[src/rtl/fir_ctrl_pkg.sv]
// Shared definitions for the N-tap FIR sequencing controller.
// Holds the ALU opcodes, the controller state encoding and the
// register-file address map (taps k are numbered 1..N).
package fir_ctrl_pkg;

  localparam logic [2:0] OP_NOP   = 3'b000;
  localparam logic [2:0] OP_COPY  = 3'b001;
  localparam logic [2:0] OP_LOAD1 = 3'b010;
  localparam logic [2:0] OP_LOAD2 = 3'b011;
  localparam logic [2:0] OP_ADD   = 3'b100;
  localparam logic [2:0] OP_SUB   = 3'b101;
  localparam logic [2:0] OP_MUL   = 3'b110;

  typedef enum logic [3:0] {
    ST_IDLE,
    ST_STORE,
    ST_ZERO,
    ST_SORT,
    ST_MUL,
    ST_ACC,
    ST_EIDLE,
    ST_LDCOEF,
    ST_WTCOEF
  } state_t;

  // R0 holds the running sum.
  function automatic int unsigned acc_addr();
    return 0;
  endfunction

  // Sample history slot k (1 = oldest).
  function automatic int unsigned samp_addr(input int unsigned k);
    return k;
  endfunction

  // Slot the freshly arrived sample lands in.
  function automatic int unsigned new_addr(input int unsigned n);
    return n + 1;
  endfunction

  // Coefficient ck (k = 1..N).
  function automatic int unsigned coef_addr(input int unsigned n, input int unsigned k);
    return n + 1 + k;
  endfunction

  // Scratch register for the current product.
  function automatic int unsigned tmp_addr(input int unsigned n);
    return 2 * n + 2;
  endfunction

endpackage

[src/rtl/fir_controller_n.sv]
// Micro-op sequencer for an N-tap FIR built on a register file and ALU.
// Ports:
//   clk, n_rst          clock, asynchronous active-low reset
//   dr                  new sample present
//   lc                  load-coefficient strobe
//   overflow            ALU overflow from the previous cycle's op
//   cnt_up, clear, done one-cycle status pulses
//   modwait, err        busy and error levels
//   src1, src2, op, dest  micro-op issued this cycle
// Every output is registered: the next-cycle values are decoded from the
// next state and next tap index, so outputs line up with the state itself.
module fir_controller_n
  import fir_ctrl_pkg::*;
#(
  parameter int unsigned          NUM_TAPS  = 4,
  parameter int unsigned          ADDR_W    = 5,
  parameter logic [NUM_TAPS-1:0]  SIGN_MASK = NUM_TAPS'(4'b0101)
) (
  input  logic              clk,
  input  logic              n_rst,
  input  logic              dr,
  input  logic              lc,
  input  logic              overflow,
  output logic              cnt_up,
  output logic              clear,
  output logic              modwait,
  output logic              err,
  output logic              done,
  output logic [ADDR_W-1:0] src1,
  output logic [ADDR_W-1:0] src2,
  output logic [2:0]        op,
  output logic [ADDR_W-1:0] dest
);

  localparam int unsigned    IDX_W    = (NUM_TAPS > 1) ? $clog2(NUM_TAPS) : 1;
  localparam logic [IDX_W-1:0] LAST_IDX = IDX_W'(NUM_TAPS - 1);

  // Elaboration-time guards on the parameter set.
  if (NUM_TAPS < 2 || NUM_TAPS > 16) begin : g_bad_taps
    $error("fir_controller_n: NUM_TAPS must be 2..16");
  end
  if (2 * NUM_TAPS + 3 > 2 ** ADDR_W) begin : g_bad_addr
    $error("fir_controller_n: ADDR_W too small for register map");
  end

  state_t             state, state_nxt;
  logic [IDX_W-1:0]   idx, idx_nxt;
  logic               cnt_up_nxt, clear_nxt, modwait_nxt, err_nxt, done_nxt;
  logic [ADDR_W-1:0]  src1_nxt, src2_nxt, dest_nxt;
  logic [2:0]         op_nxt;
  logic [31:0]        tap;

  // State, tap counter and registered outputs.
  always_ff @(posedge clk or negedge n_rst) begin
    if (!n_rst) begin
      state   <= ST_IDLE;
      idx     <= '0;
      modwait <= 1'b0;
      cnt_up  <= 1'b0;
      clear   <= 1'b0;
      err     <= 1'b0;
      done    <= 1'b0;
      op      <= OP_NOP;
      src1    <= '1;
      src2    <= '1;
      dest    <= '1;
    end else begin
      state   <= state_nxt;
      idx     <= idx_nxt;
      modwait <= modwait_nxt;
      cnt_up  <= cnt_up_nxt;
      clear   <= clear_nxt;
      err     <= err_nxt;
      done    <= done_nxt;
      op      <= op_nxt;
      src1    <= src1_nxt;
      src2    <= src2_nxt;
      dest    <= dest_nxt;
    end
  end

  // Next state, next tap index and the micro-op for the next state.
  always_comb begin
    state_nxt   = state;
    idx_nxt     = idx;
    done_nxt    = 1'b0;
    cnt_up_nxt  = 1'b0;
    clear_nxt   = 1'b0;
    err_nxt     = 1'b0;
    modwait_nxt = 1'b0;
    op_nxt      = OP_NOP;
    src1_nxt    = '1;
    src2_nxt    = '1;
    dest_nxt    = '1;

    case (state)
      ST_IDLE, ST_EIDLE: begin
        if (dr) begin
          state_nxt = ST_STORE;
        end else if (lc) begin
          state_nxt = ST_LDCOEF;
          idx_nxt   = '0;
        end
      end
      ST_STORE: begin
        if (dr) begin
          state_nxt = ST_ZERO;
          idx_nxt   = '0;
        end else begin
          state_nxt = ST_EIDLE;
        end
      end
      ST_ZERO: begin
        state_nxt = ST_SORT;
        idx_nxt   = '0;
      end
      ST_SORT: begin
        if (idx == LAST_IDX) begin
          state_nxt = ST_MUL;
          idx_nxt   = '0;
        end else begin
          idx_nxt = idx + IDX_W'(1);
        end
      end
      ST_MUL: state_nxt = overflow ? ST_EIDLE : ST_ACC;
      ST_ACC: begin
        if (overflow) begin
          state_nxt = ST_EIDLE;
        end else if (idx == LAST_IDX) begin
          state_nxt = ST_IDLE;
          done_nxt  = 1'b1;
        end else begin
          state_nxt = ST_MUL;
          idx_nxt   = idx + IDX_W'(1);
        end
      end
      ST_LDCOEF: state_nxt = (idx == LAST_IDX) ? ST_IDLE : ST_WTCOEF;
      ST_WTCOEF: begin
        if (lc) begin
          state_nxt = ST_LDCOEF;
          idx_nxt   = idx + IDX_W'(1);
        end
      end
      default: state_nxt = ST_IDLE;
    endcase

    // Tap number (1-based) addressed in the next state.
    tap = 32'(idx_nxt) + 32'd1;

    case (state_nxt)
      ST_STORE: begin
        op_nxt      = OP_LOAD1;
        dest_nxt    = ADDR_W'(new_addr(NUM_TAPS));
        modwait_nxt = 1'b1;
      end
      ST_ZERO: begin
        op_nxt      = OP_SUB;
        src1_nxt    = ADDR_W'(acc_addr());
        src2_nxt    = ADDR_W'(acc_addr());
        dest_nxt    = ADDR_W'(acc_addr());
        cnt_up_nxt  = 1'b1;
        modwait_nxt = 1'b1;
      end
      ST_SORT: begin
        op_nxt      = OP_COPY;
        dest_nxt    = ADDR_W'(samp_addr(tap));
        src1_nxt    = ADDR_W'(samp_addr(tap + 32'd1));
        modwait_nxt = 1'b1;
      end
      ST_MUL: begin
        op_nxt      = OP_MUL;
        dest_nxt    = ADDR_W'(tmp_addr(NUM_TAPS));
        src1_nxt    = ADDR_W'(coef_addr(NUM_TAPS, tap));
        src2_nxt    = ADDR_W'(samp_addr(tap));
        modwait_nxt = 1'b1;
      end
      ST_ACC: begin
        op_nxt      = SIGN_MASK[idx_nxt] ? OP_SUB : OP_ADD;
        dest_nxt    = ADDR_W'(acc_addr());
        src1_nxt    = ADDR_W'(acc_addr());
        src2_nxt    = ADDR_W'(tmp_addr(NUM_TAPS));
        modwait_nxt = 1'b1;
      end
      ST_EIDLE: err_nxt = 1'b1;
      ST_LDCOEF: begin
        op_nxt      = OP_LOAD2;
        dest_nxt    = ADDR_W'(coef_addr(NUM_TAPS, tap));
        clear_nxt   = (idx_nxt == '0);
        modwait_nxt = 1'b1;
      end
      default: ;
    endcase
  end

endmodule
[config.mk]
export PLATFORM = sky130hd
export DESIGN_NAME = fir_controller_n
export DESIGN_NICKNAME = d
export VERILOG_FILES = /design/src/rtl/fir_ctrl_pkg.sv /design/src/rtl/fir_controller_n.sv
export SDC_FILE = /design/constraint.sdc
export NUM_CORES = 1
export LEC_CHECK = 0
export BUFFER_PORTS_ARGS = -buffer_cell sky130_fd_sc_hd__buf_4
export CORE_AREA = 2 2 62 64
export CTS_BUF_LIST = sky130_fd_sc_hd__clkbuf_16
export DETAILED_ROUTE_END_ITERATION = 12
export DIE_AREA = 0 0 64 66
export GPL_TIMING_DRIVEN = 0
export PLACE_DENSITY = 0.77
export SETUP_SLACK_MARGIN = 0.02
export SLEW_MARGIN = 25
export SYNTH_ARGS = -nofsm -noshare
export SYNTH_HDL_FRONTEND = slang
export SYNTH_SLANG_ARGS = --single-unit
[constraint.sdc]
create_clock -name clk -period 2.8 [get_ports clk]
set_clock_uncertainty 0.2 [all_clocks]
set_input_delay 0 -clock clk [delete_from_list [all_inputs] [get_ports clk]]
set_output_delay 0 -clock clk [all_outputs]
set_load 0.01 [all_outputs]
==> run summary <==
The run finished with clean final reports. Summed over all nets, the switching power comes to about 1.5 mW. The share of power burned in registers came out at 0.221. The max-slew headroom at the worst pin is 0.660. The clock tree synthesis step divided the H-tree into 2 levels. For the pin with the worst max-slew slack, the measured transition is roughly 0.51 ns. The maximum ir drop on the vdd rail is about 0.84 mV. The synthesized netlist occupies a cell area of roughly 1700 sq um. The first-pass GRT wire length came out at approximately 6700 um. The effective utilization at floorplan came out at 0.477.

The worst hold path belongs to the class primary input to register. The logic gate share of total power is 0.612. The number of hold violations in the final report is 0. STA classifies the critical path startpoint as a register. The DRC violation count after routing came out at 0.

Setup repair after global routing could not meet its margin everywhere. STA puts the critical path data arrival time at roughly 2.7 ns. The pre-antenna-repair detailed-routing pass consisted of 4 iterations. By startpoint and endpoint, the worst setup path is classified as register to register. The first routing iteration left 50 violations. The layout overhead on the synthesized area came out at 32.0%.

The distinct cell type count after synthesis came out at 53. In this run the static leakage power is between 0.9 and 1 nW. At the end of the flow, the number of nets in the layout was roughly 220.

For this run, the leading register cell type out of synthesis is sky130_fd_sc_hd__dfstp_2. For this run, asynchronously set or reset flops after synthesis account for 1.00. The number of cells on the worst hold path is 5. The via count of the first global-routing pass came to 1333. The net count after synthesis came out at 181.

The insertion delay of the later-clocked pin in the worst-skew pair came out at between 0.2 and 0.3 ns. The most numerous cell on the critical path is sky130_fd_sc_hd__buf_6. The yosys synthesis warning count came out at 0.

The number of CTS-inserted buffers came out at 5. Pin placement for this block handled 28 I/O pins. The count of nets left with antenna violations once routing finished came out at 0.

The routed layout has ~1400 vias. The proportion of layout cells with a drive suffix above 1 came out at 0.389. The number of antenna violations at the first check in global routing was 0. The pin count of the biggest net entering global routing came out at 22.

Counting flops with a built-in enable in the synthesized netlist gives 0. TritonCTS built the clock tree. The kind of cell with the highest combined delay along the critical path is simple AND/OR/NAND/NOR gates.

Together, buffers and inverters on the worst path number 3. The gate count after technology mapping came out at 169. The time the worst path needs with I/O delays and setup is about 2.7 ns.

The worst-case clock buffer depth is 2. The leftover overflow at the end of global routing came out at 0. The signal on the critical path passes through buf_6, buf_6, nor2_1, nor2_1, o221a_1, or3_1, buf_6, ha_2, or2_2, a21oi_2, a21oi_1. The register area share after synthesis came out at 0.439.

The portion of total power attributed to the clock network came out at 0.167. The number of buffers added on ports is 27. The total detailed-routing wirelength came out at 4220 um.

The total negative slack for setup checks is 0 ns. For the worst setup path, the data required time is 2.73 ns. The die is 66 um tall.

The number of clock sinks came out at 29. STA classifies the critical path endpoint as a register. The number of cells on the critical path came out at 11. The final period utilization is 0.981.

The die is roughly 64 um wide. The largest fanout on the critical path is 10. The synthesized area per cell came out at between 10 and 15 sq um. The antenna cell count is 0. The total of flip-flops plus latches after synthesis came out at 29. The switching part of the total came out at 0.430. The clock edge transition at the registers on the reported setup and hold paths is around 0.05 ns. The final max-slew violation count is 0. The HPWL reported at the end of detailed placement is 2700 um. The cell with the biggest individual delay on the critical path is sky130_fd_sc_hd__dfrtp_1. The tool flagged a number of max-cap violations equal to 0. The filler-free cell count of the finished design is between 200 and 300. The power density normalized to cell area is between 1500 and 2000 nW/um^2. The number of cells in the design after placement is 244.

Dividing the detail-routed wire length by the instance count gives about 16 um. Static timing analysis puts the maximum clock frequency at about 0.36 GHz. At the end of routability-driven placement, the weighted congestion stood at roughly 0.93. The combined global-route utilization of all metal layers came out at 0.213. The highest cell delay on the worst timing path is 0.41 ns. The row count came out at 22.

The cell at the root of the clock tree is sky130_fd_sc_hd__clkbuf_16. The total of endpoints with negative setup slack in the final report came out at 0. The core region is 3550 sq um.

The average vias per placed instance came out at 5.57. The die covers about 4200 sq um. The worst-case reg-to-reg path depth is 11. Cell internal power was estimated by the tool at ~2.0 mW.
[synthesized netlist by cell type, types with 2 or more instances]
| master | number | area share |
|---|---|---|
| sky130_fd_sc_hd__nor3_2 | 2 | 0.012 |
| sky130_fd_sc_hd__or2_2 | 3 | 0.011 |
| sky130_fd_sc_hd__ha_1 | 7 | 0.052 |
| sky130_fd_sc_hd__nor2b_1 | 7 | 0.026 |
| sky130_fd_sc_hd__a21oi_1 | 9 | 0.027 |
| sky130_fd_sc_hd__dfstp_2 | 15 | 0.23 |
| sky130_fd_sc_hd__or3_1 | 4 | 0.015 |
| sky130_fd_sc_hd__nor3_1 | 3 | 0.0089 |
| sky130_fd_sc_hd__buf_4 | 2 | 0.0089 |
| sky130_fd_sc_hd__nand2_1 | 15 | 0.033 |
| sky130_fd_sc_hd__buf_6 | 4 | 0.027 |
| sky130_fd_sc_hd__a211oi_1 | 2 | 0.0089 |
| sky130_fd_sc_hd__nand2b_1 | 6 | 0.022 |
| sky130_fd_sc_hd__a32o_1 | 2 | 0.012 |
| sky130_fd_sc_hd__inv_2 | 2 | 0.0044 |
| sky130_fd_sc_hd__dfrtp_1 | 14 | 0.21 |
| sky130_fd_sc_hd__a221o_1 | 2 | 0.012 |
| sky130_fd_sc_hd__o311ai_2 | 2 | 0.019 |
| sky130_fd_sc_hd__o21ai_1 | 2 | 0.0059 |
| sky130_fd_sc_hd__o21bai_1 | 2 | 0.0089 |
| sky130_fd_sc_hd__a32oi_1 | 2 | 0.010 |
| sky130_fd_sc_hd__nor2_1 | 12 | 0.027 |
| sky130_fd_sc_hd__nand3b_1 | 2 | 0.0089 |
| sky130_fd_sc_hd__inv_1 | 12 | 0.027 |
| sky130_fd_sc_hd__o21ai_0 | 6 | 0.018 |
| sky130_fd_sc_hd__buf_2 | 3 | 0.0089 |
[routing by layer]
layer  global-route usage  vias to the layer above  wire length [um]
li1                     -                      674                 -
met1                0.277                      704              1730
met2                0.357                       61              2170
met3               0.0494                        4               290
met4               0.0543                        0                29
met5                    0                        -                 0
[through the flow]
stage / hold slack (ns) / utilization / cell area, sq um / total power [mW] / worst slack (ns)
floorplan: -0.496 / - / 1690 / 2.17 / 0.165
global placement: -0.261 / 0.551 / 1960 / 2.68 / -0.0223
detailed placement: -0.260 / 0.551 / 1960 / 2.71 / -0.0293
CTS: 0.107 / 0.618 / 2190 / 3.38 / 0.0385
global route: 0.155 / 0.630 / 2240 / 3.74 / -0.0428
finish: 0.115 / 0.630 / 2240 / 3.50 / 0.0525
[layout by cell type, fill, tap and decap left out, types with 2 or more instances in the layout]
cell type and n:
sky130_fd_sc_hd__nor3_2 2, sky130_fd_sc_hd__o21bai_1 2, sky130_fd_sc_hd__or2_2 3, sky130_fd_sc_hd__inv_2 2
sky130_fd_sc_hd__buf_2 3, sky130_fd_sc_hd__clkbuf_16 5, sky130_fd_sc_hd__nand2_1 15, sky130_fd_sc_hd__a21oi_1 8
sky130_fd_sc_hd__ha_1 5, sky130_fd_sc_hd__nor2_1 12, sky130_fd_sc_hd__dfstp_2 15, sky130_fd_sc_hd__o21ai_1 3
sky130_fd_sc_hd__dlygate4sd3_1 5, sky130_fd_sc_hd__a211oi_1 2, sky130_fd_sc_hd__nor2b_1 7, sky130_fd_sc_hd__ha_2 2
sky130_fd_sc_hd__nand3b_1 2, sky130_fd_sc_hd__buf_4 31, sky130_fd_sc_hd__buf_6 4, sky130_fd_sc_hd__o311ai_2 2
sky130_fd_sc_hd__a221o_1 2, sky130_fd_sc_hd__a21oi_2 2, sky130_fd_sc_hd__dfrtp_1 13, sky130_fd_sc_hd__inv_1 13
sky130_fd_sc_hd__a32oi_1 2, sky130_fd_sc_hd__nand2b_1 5, sky130_fd_sc_hd__a32o_1 2, sky130_fd_sc_hd__o21ai_0 5
sky130_fd_sc_hd__nor3_1 3, sky130_fd_sc_hd__or3_1 4
[cells by family (layout without fill, tap and decap cells)]
logic type	Yosys count	in the layout	synth area share
simple gates	60	60	0.190
xor+xnor	1	1	0.00517
fa+ha+maj	8	8	0.0576
mux	1	1	0.00591
compound gates	46	46	0.225
flops	29	29	0.439
buf+inv	24	66	0.0775
[worst paths after layout]
kind | startpoint | to | slack (ns)
max | state[2] | op[0] | 0.05
min | dr | dest[3] | 0.12
max reg2reg | state[2] | op[0] | 0.05
min reg2reg | state[1] | state[3] | 0.60
max in group asynchronous | n_rst | idx[0] | 0.70
min in group asynchronous | n_rst | op[2] | 0.50
[tightest hold or removal path: cells and delay by family]
family | cells | cell delay (ns)
AOI/OAI and AO/OA | 2 | 0.41
and+or+nand+nor | 2 | 0.09
buffers and inverters | 1 | 0.08
[what timing repair did]
item                                    4_1_cts  5_1_grt
buffers inserted                              1        1
endpoints found under the setup margin        1        5
hold buffers                                  5        0
hold endpoints to repair                     31        0
resized for setup                             4        7
pin swaps                                     2        3
[power by group through the flow]
stage | registers (mW) | clock network (mW) | logic, mW
CTS | 0.777 | 0.594 | 2.01
finish | 0.775 | 0.584 | 2.14
detailed placement | 0.784 | 0 | 1.93
floorplan | 0.843 | 0 | 1.33
global route | 0.797 | 0.608 | 2.34
global placement | 0.781 | 0 | 1.90
[layout make-up]
type | instances | area (sq um)
Buffer | 10 | 78.8
Clock buffer | 5 | 125
Clock inverter | 3 | 37.5
Fill cell | 291 | 1320
Inverter | 14 | 52.6
Multi-Input combinational cell | 116 | 868
Sequential cell | 29 | 746
Tap cell | 48 | 60.1
Timing Repair Buffer | 34 | 268
[state kept, by name, summed over array words and instances, names as in the netlist]
| register | count |
|---|---|
| dest | 5 |
| op | 3 |
| src1 | 5 |
| state | 4 |
| clear | 1 |
| cnt_up | 1 |
| done | 1 |
| err | 1 |
| idx | 2 |
| src2 | 5 |
| modwait | 1 |
(Power assumes the default switching activity.)
